--- src/rtl/ctx_pkg.sv ---
// Shared types and default sizing for the context switch unit.
package ctx_pkg;

  typedef enum logic [1:0] {
    IDLE    = 2'd0,
    RUN     = 2'd1,
    SAVE    = 2'd2,
    RESTORE = 2'd3
  } ctx_state_e;

  localparam int DEF_NUM_PROC   = 4;
  localparam int DEF_PC_W       = 32;
  localparam int DEF_QNT_W      = 8;
  localparam int DEF_OFS_W      = 12;
  localparam int DEF_OFS_STRIDE = 1024;

endpackage

--- src/rtl/rr_next_sel.sv ---
// Round-robin slot picker: first set mask bit after start, wrapping, start itself last.
module rr_next_sel
  import ctx_pkg::*;
#(
  parameter int NUM_PROC = DEF_NUM_PROC,
  parameter int ID_W     = $clog2(NUM_PROC)
) (
  input  logic [NUM_PROC-1:0] mask,
  input  logic [ID_W-1:0]     start,
  output logic                found,
  output logic [ID_W-1:0]     id
);

  localparam logic [ID_W:0] NP_EXT = (ID_W+1)'(NUM_PROC);

  logic [ID_W:0] cand;

  // Scan farthest candidate first so the nearest valid slot wins.
  always_comb begin
    found = 1'b0;
    id    = {ID_W{1'b0}};
    cand  = {(ID_W+1){1'b0}};
    for (int i = NUM_PROC; i >= 1; i--) begin
      cand = {1'b0, start} + (ID_W+1)'(i);
      if (cand >= NP_EXT) begin
        cand = cand - NP_EXT;
      end else begin
        cand = cand;
      end
      if (mask[cand[ID_W-1:0]]) begin
        found = 1'b1;
        id    = cand[ID_W-1:0];
      end else begin
        found = found;
        id    = id;
      end
    end
  end

endmodule

--- src/rtl/context_switch_unit.sv ---
// Time-sliced process dispatcher: saves the running PC, picks the next
// valid slot round-robin and drives the processor PC reload.
module context_switch_unit
  import ctx_pkg::*;
#(
  parameter int NUM_PROC   = DEF_NUM_PROC,
  parameter int PC_W       = DEF_PC_W,
  parameter int QNT_W      = DEF_QNT_W,
  parameter int OFS_W      = DEF_OFS_W,
  parameter int OFS_STRIDE = DEF_OFS_STRIDE,
  localparam int ID_W      = $clog2(NUM_PROC)
) (
  input  logic                CLK,
  input  logic                reset,
  input  logic                step,
  input  logic [PC_W-1:0]     next_pc,
  input  logic                proc_exit,
  input  logic [QNT_W-1:0]    quantum,
  input  logic                load_valid,
  input  logic [ID_W-1:0]     load_id,
  input  logic [PC_W-1:0]     load_pc,
  output logic                pc_load,
  output logic [PC_W-1:0]     restore_pc,
  output logic                stall,
  output logic [ID_W-1:0]     cur_proc,
  output logic [OFS_W-1:0]    proc_offset,
  output logic                in_program,
  output logic [NUM_PROC-1:0] active_mask,
  output logic                load_err
);

  localparam logic [ID_W:0]    NP_EXT   = (ID_W+1)'(NUM_PROC);
  localparam logic [ID_W-1:0]  LAST_ID  = ID_W'(NUM_PROC - 1);
  localparam logic [OFS_W-1:0] LAST_OFS = OFS_W'((NUM_PROC - 1) * OFS_STRIDE);

  ctx_state_e state;
  ctx_state_e state_next;

  logic [PC_W-1:0]     slot_pc [NUM_PROC];
  logic [QNT_W-1:0]    slice_cnt;
  logic                slice_en;
  logic [PC_W-1:0]     save_pc;
  logic                save_exit;

  logic                trigger;
  logic                load_hit_cur;
  logic                load_ok;
  logic                dispatch;
  logic                sel_found;
  logic [ID_W-1:0]     sel_id;
  logic [NUM_PROC-1:0] sel_mask;
  logic [NUM_PROC-1:0] mask_next;
  logic [PC_W-1:0]     dispatch_pc;

  // Switch trigger, load arbitration and the mask seen by selection.
  always_comb begin
    trigger      = (state == RUN) && step &&
                   (proc_exit || (slice_en && (slice_cnt == QNT_W'(1))));
    load_hit_cur = load_valid && (load_id == cur_proc) && (state != IDLE);
    load_ok      = load_valid && !load_hit_cur && ({1'b0, load_id} < NP_EXT);
    sel_mask     = active_mask;
    if ((state == SAVE) && save_exit) begin
      sel_mask[cur_proc] = 1'b0;
    end else begin
      sel_mask = active_mask;
    end
    // A same-cycle load lands in the mask but stays out of this selection.
    mask_next = sel_mask;
    if (load_ok) begin
      mask_next[load_id] = 1'b1;
    end else begin
      mask_next = sel_mask;
    end
  end

  rr_next_sel #(
    .NUM_PROC (NUM_PROC),
    .ID_W     (ID_W)
  ) u_sel (
    .mask  (sel_mask),
    .start (cur_proc),
    .found (sel_found),
    .id    (sel_id)
  );

  // PC handed out on dispatch, forwarding table writes landing on the same edge.
  always_comb begin
    if (load_ok && (load_id == sel_id)) begin
      dispatch_pc = load_pc;
    end else if ((state == SAVE) && !save_exit && (sel_id == cur_proc)) begin
      dispatch_pc = save_pc;
    end else begin
      dispatch_pc = slot_pc[sel_id];
    end
  end

  // Next-state logic.
  always_comb begin
    state_next = state;
    dispatch   = 1'b0;
    case (state)
      IDLE: begin
        if (sel_found) begin
          state_next = RESTORE;
          dispatch   = 1'b1;
        end else begin
          state_next = IDLE;
        end
      end
      RUN: begin
        if (trigger) begin
          state_next = SAVE;
        end else begin
          state_next = RUN;
        end
      end
      SAVE: begin
        if (sel_found) begin
          state_next = RESTORE;
          dispatch   = 1'b1;
        end else begin
          state_next = IDLE;
        end
      end
      RESTORE: begin
        state_next = RUN;
      end
      default: begin
        state_next = IDLE;
      end
    endcase
  end

  // State register.
  always_ff @(posedge CLK or posedge reset) begin
    if (reset) begin
      state <= IDLE;
    end else begin
      state <= state_next;
    end
  end

  // Control registers and registered outputs.
  always_ff @(posedge CLK or posedge reset) begin
    if (reset) begin
      active_mask <= {NUM_PROC{1'b0}};
      cur_proc    <= LAST_ID;
      proc_offset <= LAST_OFS;
      slice_cnt   <= {QNT_W{1'b0}};
      slice_en    <= 1'b0;
      save_pc     <= {PC_W{1'b0}};
      save_exit   <= 1'b0;
      pc_load     <= 1'b0;
      restore_pc  <= {PC_W{1'b0}};
      stall       <= 1'b1;
      in_program  <= 1'b0;
      load_err    <= 1'b0;
    end else begin
      active_mask <= mask_next;
      pc_load     <= dispatch;
      stall       <= (state_next != RUN);
      in_program  <= (state_next == RUN);
      load_err    <= load_valid && !load_ok;
      if (dispatch) begin
        cur_proc    <= sel_id;
        proc_offset <= OFS_W'(int'(sel_id) * OFS_STRIDE);
        restore_pc  <= dispatch_pc;
      end
      // The slice length is latched once per dispatch; quantum edits wait a slice.
      if (state == RESTORE) begin
        slice_cnt <= quantum;
        slice_en  <= (quantum != {QNT_W{1'b0}});
      end else if ((state == RUN) && step && slice_en) begin
        slice_cnt <= slice_cnt - QNT_W'(1);
      end
      if (trigger) begin
        save_pc   <= next_pc;
        save_exit <= proc_exit;
      end
    end
  end

  // Slot PC table; contents are only meaningful for slots whose mask bit is set.
  always_ff @(posedge CLK) begin
    for (int i = 0; i < NUM_PROC; i++) begin
      if (load_ok && (int'(load_id) == i)) begin
        slot_pc[i] <= load_pc;
      end else if ((state == SAVE) && !save_exit && (int'(cur_proc) == i)) begin
        slot_pc[i] <= save_pc;
      end
    end
  end

endmodule

--- config.mk ---
export PLATFORM = sky130hd
export DESIGN_NAME = context_switch_unit
export DESIGN_NICKNAME = d
export VERILOG_FILES = /design/src/rtl/ctx_pkg.sv /design/src/rtl/rr_next_sel.sv /design/src/rtl/context_switch_unit.sv
export SDC_FILE = /design/constraint.sdc
export NUM_CORES = 1
export LEC_CHECK = 0
export ABC_AREA = 1
export CAP_MARGIN = 30
export CORE_UTILIZATION = 50
export DETAILED_ROUTE_END_ITERATION = 10
export DONT_BUFFER_PORTS = 1
export PLACE_DENSITY = 0.74
export SYNTH_ARGS = -nofsm -noshare
export SYNTH_HDL_FRONTEND = slang
export SYNTH_SLANG_ARGS = --single-unit
--- constraint.sdc ---
create_clock -name CLK -period 7.1 [get_ports CLK]
set_input_delay 1.065 -clock CLK [delete_from_list [all_inputs] [get_ports CLK]]
set_output_delay 1.065 -clock CLK [all_outputs]
set_load 0.01 [all_outputs]
; ---- Word-level counts from Yosys, hierarchy flattened
; Memory sizes are Yosys's and may differ from the RTL's.
; Index checks and enable logic that the tools add are counted.
[word_totals]
register_bits = 86
ramBits = 128
inputBits = 79
word_cells = 148
mem_count = 1
[op_classes]
add_sub_neg = 9
magnitude_cmp = 12
eq_ne = 15
muxes = 59
bitwise = 7
n_reduce_logical = 33
[mem_list]
columns = name, words, word_bits, read_ports, rd_clocked_by_memory_dff, wr, line
row1 = slot_pc, 4, 32, 1, 0, 4, context_switch_unit.sv:39  ; logic [PC_W-1:0] slot_pc [NUM_PROC];
[op_table]
columns = operator, n
row1 = $mux W32, 6
row2 = $mux W1, 32
row3 = $logic_and A1 B1 Y1, 22
row4 = $mux W2, 10
row5 = $lt A2 B3 Y1 const B, 6
row6 = $mux W8, 2
row7 = $eq A2 B2 Y1 const B, 6
row8 = $ge A3 B3 Y1 const B, 4
row9 = $bmux W1 S2, 4
row10 = $eq A2 B1 Y1 const B, 4
row11 = $eq A8 B1 Y1 const B, 1
row12 = $mux W4, 2
row13 = $reduce_bool A8 Y1, 1
row14 = $sub A2 B1 Y2 const B, 4
row15 = $sub A8 B1 Y8 const B, 1
row16 = $add A2 B2 Y3 const B, 2
row17 = $eq A2 B2 Y1, 3
row18 = $logic_not A2 Y1, 3
row19 = $pmux W2 S3, 1
row20 = $and A4 B4 Y4, 1
row21 = $demux W1 S2, 2
row22 = $ge A2 B1 Y1 const B, 2
row23 = $not A4 Y4, 1
row24 = $or A1 B1 Y1, 4
row25 = other kinds (8), 11

; ---- Depth between registers and ports, before layout
[depth]
word_depth = 17
mapped_depth = 21
mapped_depth_nobuf = 19

; ---- By module
; A second synthesis with hierarchy kept.
[hier_totals]
cells_unflattened = 1385
area_unflattened_um2 = 11170.7
[by_module_without_submodules]
columns = mod, instances, cells_each, area_per_inst_um2, seq_area_each_um2
row1 = context_switch_unit, 1, 1334, 10924.2, 5999.5
row2 = rr_next_sel, 1, 51, 246.5, 0.0

; ---- Worst setup path after synthesis
; OpenSTA, ideal clock, no wires.
[synth_path]
path_type = in2reg
start = input port load_id[1]
end = memory slot_pc[1][0] in the netlist's numbering (enable)
setup_time_ps = 389
arrival_ps = 2451
required_ps = 6711
setup_slack_ps = 4260
path_stages = 6
cell_sequence = inv_1 o21ai_0 nor3_1 nor2_1 nand3_1 nand2_1
[synth_lines]
columns = element, line
row1 = "start, declared", context_switch_unit.sv:20  ; input logic [ID_W-1:0] load_id,
row2 = "end, declared", context_switch_unit.sv:39

==> summary.md <==
| Metric | Value |
|---|---|
| Fin Setup TNS | `0 ps` |
| Synth Area in XOR/XNOR | `0.153%` |
| Core area | `22100 um2` |
| Port-buffer cells | `0` |
| Main combinational cell family by area after synthesis | `simple AND/OR/NAND/NOR gates` |
| Mapped Cells | `1373` |
| Multi-input logic area | `4390 um2` |
| Netlist Area Pre-Place | `11400 um2` |
| Routed WL | `28100 um` |
| # resized after CTS | `0` |
| Clock power share | `19.4%` |
| Post-synthesis simple-gate area fraction | `26.2%` |
| CP endpoint kind | `flip-flop` |
| Routed WL per cell | `17.2 um` |
| Final Non-Filler Cells | `1633` |
| Total power | `5.99 mW` |
| Fmax | `0.224 GHz` |
| P_leak | `5.61 nW` |
| Combinational Power Share | `48.9%` |
| Share of power burned in registers | `31.8%` |
| Met2 usage | `42.0%` |
| Slew Limit Fails | `0` |
| Run status | `finished, final reports clean` |
| Die width | `153 um` |
| Unrepaired setup endpoints after global routing | `false` |
| Max FO, Critical Path | `66` |
| Sw Ratio | `46.4%` |
| CTS tree | `built` |
| First-pass GRT wire length | `45400 um` |
| Max_cap viols | `0` |
| Avg Inst Size Synth | `8.31 um2` |
| Grt met1 use | `31.4%` |
| Final setup margin | `2630 ps` |
| Internal power | `3.21 mW` |
| H-tree levels | `1` |
| Clk_skew | `9.31 ps` |
| Unique masters post-synth | `34` |
| Final Hold Vio Count | `0` |
| Initial antenna violation count | `0` |
| Count leader, synth | `nand2_1` |
| Mux share of post-synthesis cell area | `0%` |
| Gpl congestion | `0.856` |
| Residual DRC | `0` |
| Fillers | `1999` |
| CTS Buffer Depth | `3` |
| Die H | `153 um` |
| TritonCTS buffer count | `25` |
| Place WS | `2670 ps` |
| Vias in the first global route | `8679` |
| Peak supply drop | `499 uV` |
| Arr. time, crit path | `4880 ps` |
| 1st-pass router iterations | `5` |
| Startpoint types | `flip-flop` |
| Top FF cell, synth | `edfxtp_1` |
| Via count | `9003` |
| Met3 usage in global routing | `4.25%` |
| Grt total ovfl | `0` |
| Slew headroom | `31.9%` |
| GRT Overall Usage | `24.3%` |
| Area contributors post-synth | `edfxtp_1 34%, dfrtp_1 18%, nand2_1 13%` |
| Boundary pin count | `133` |
| Least-Margin Pin Slew | `1020 ps` |
| Antenna diodes | `0` |
| Sequential-to-total area share from yosys stat | `52.6%` |
| Layout cell share with drive strength beyond 1 | `7.46%` |
| Synth Area in Compound Gates | `11.0%` |
| Global route hottest layer | `met2` |
| Post-synth top cells | `400 x nand2_1, 164 x o21ai_0, 148 x inv_1` |
| Die ar. | `23400 um2` |
| Synth-to-Final Area Change | `6.80%` |
| 1st-iter DRT viols | `768` |
| Part of the cycle the worst path needs | `63.0%` |
| Nets | `1420` |
| CTS sink count | `214` |
| Cell accounting for the most synthesized area | `edfxtp_1` |
| Row count | `54` |
| CP required | `7510 ps` |
| Critical path class | `flip-flop to flip-flop` |
| Clk_lat worst skew | `520 ps` |
| Root buffer cell | `clkbuf_16` |
| Post-DP HPWL | `16400 um` |
| Placed cell area | `11500 um2` |
| EDFF count, synth | `128` |
| Register area | `6000 um2` |
| ANT nets after route | `0` |
| Cell Pwr Density | `491 nW/um2` |
| Postcts setup bufs | `0` |
| Area share of the largest cell type after synthesis | `33.7%` |
| Final Cell Area | `12200 um2` |
| Clock slew at reported path FFs | `70 ps` |
| Initial Utilization | `51.7%` |
| Net switching power | `2.78 mW` |
| Async set-reset flop share out of synthesis | `40.2%` |
| Inst Count DP | `1588` |
| Largest net degree at the start of global routing | `67` |
| Hold WC Path Type | `input port to async pin` |
| Hold_buf cts | `0` |
| Yosys warnings | `0` |
| Final setup fails | `0` |
| FF+latch count, synth | `214` |
| Synthesized-area fraction occupied by adder cells | `0.658%` |
| Minimum clock period | `4470 ps` |
| Vias per inst | `5.51` |
==> area by class of cell <==
class	count	share of cell area [%]
Sequential cell	214	49.2
Clock buffer	39	5.65
Tap cell	280	2.87
Inverter	154	4.76
Multi-Input combinational cell	926	36.0
Clock inverter	6	0.246
Timing Repair Buffer	14	1.23
==> power groups by stage <==
stage / Clock [mW] / Sequential, mW / Combinational (mW)
after floorplan: 0 / 1.86 / 2.41
after CTS: 1.17 / 1.90 / 2.94
after detailed placement: 0 / 1.92 / 2.93
after global routing: 1.22 / 1.94 / 3.33
after global placement: 0 / 1.92 / 2.82
final: 1.16 / 1.90 / 2.93
==> critical path, cell delays in order (launching register included) <==
cell and delay, ps:
dfstp_2 700, inv_2 170, ha_1 270, nand4_1 150, nand3_1 100, nand2_1 120
nand2_1 100, nand2_1 80, inv_2 30, nand2_1 80, nand2_1 80, nand2_2 60
buf_4 580, nand2_2 70, buf_4 400, nand2_1 170, nand2_2 100, nor2_8 780
a21oi_1 150, nand2_1 110, nand2_1 50
==> kinds of logic after synthesis <==
kind of cell             after synthesis
flip-flops                           214
XOR/XNOR                               2
other                                  1
AO/OA/AOI/OAI                        225
AND/OR/NAND/NOR                      683
adder cells (fa/ha/maj)                6
buffers and inverters                242
==> path summary, 6_finish.rpt <==
kind	start	to	slack, ps	cells after the start
min in group CLK	slice_cnt[5]	slice_cnt[5]	520	1
hold reg to reg	slice_cnt[5]	slice_cnt[5]	520	1
max in group asynchronous	reset	save_pc[28]	5600	2
setup reg to reg	proc_offset[10]	restore_pc[11]	2630	20
hold / removal	reset	restore_pc[14]	490	1
setup / recovery	proc_offset[10]	restore_pc[11]	2630	20
==> layer usage <==
layer  wire length [um]  part of all wire [%]  up-vias
met3               2260                   8.0       35
met5                  0                     0        -
met2              13700                    49      327
li1                   -                     -     4386
met1              11700                    42     4255
met4                421                   1.5        0
==> flip-flops by register name (all words and copies together), names as in the netlist, 2 cells and up <==
signal and cells:
proc_offset 2, restore_pc 32, state 2, slice_cnt 8, save_pc 32, slot_pc 128
active_mask 4
==> cells in the final DEF, fill, tap and decap left out, types with 11 or more instances in the layout <==
master     netlist  final
edfxtp_1       128    128
o21ai_0        164    164
nor2_1          94     94
inv_1          148    146
a21oi_2         25     25
a21oi_1         24     24
clkbuf_16        0     25
nand3_1        117    115
clkbuf_1        31     13
nand3b_1        49     49
nand2_1        400    395
buf_4           19     11
dfrtp_1         83     83
==> per-stage QoR <==
stage	utilization [%]	hold WS, ps
2_1_floorplan	-	479
3_3_place_gp	51.6	509
3_5_place_dp	51.9	512
4_1_cts	55.2	517
5_1_grt	55.2	542
6_report	55.2	493
(Power assumes the default switching activity.)
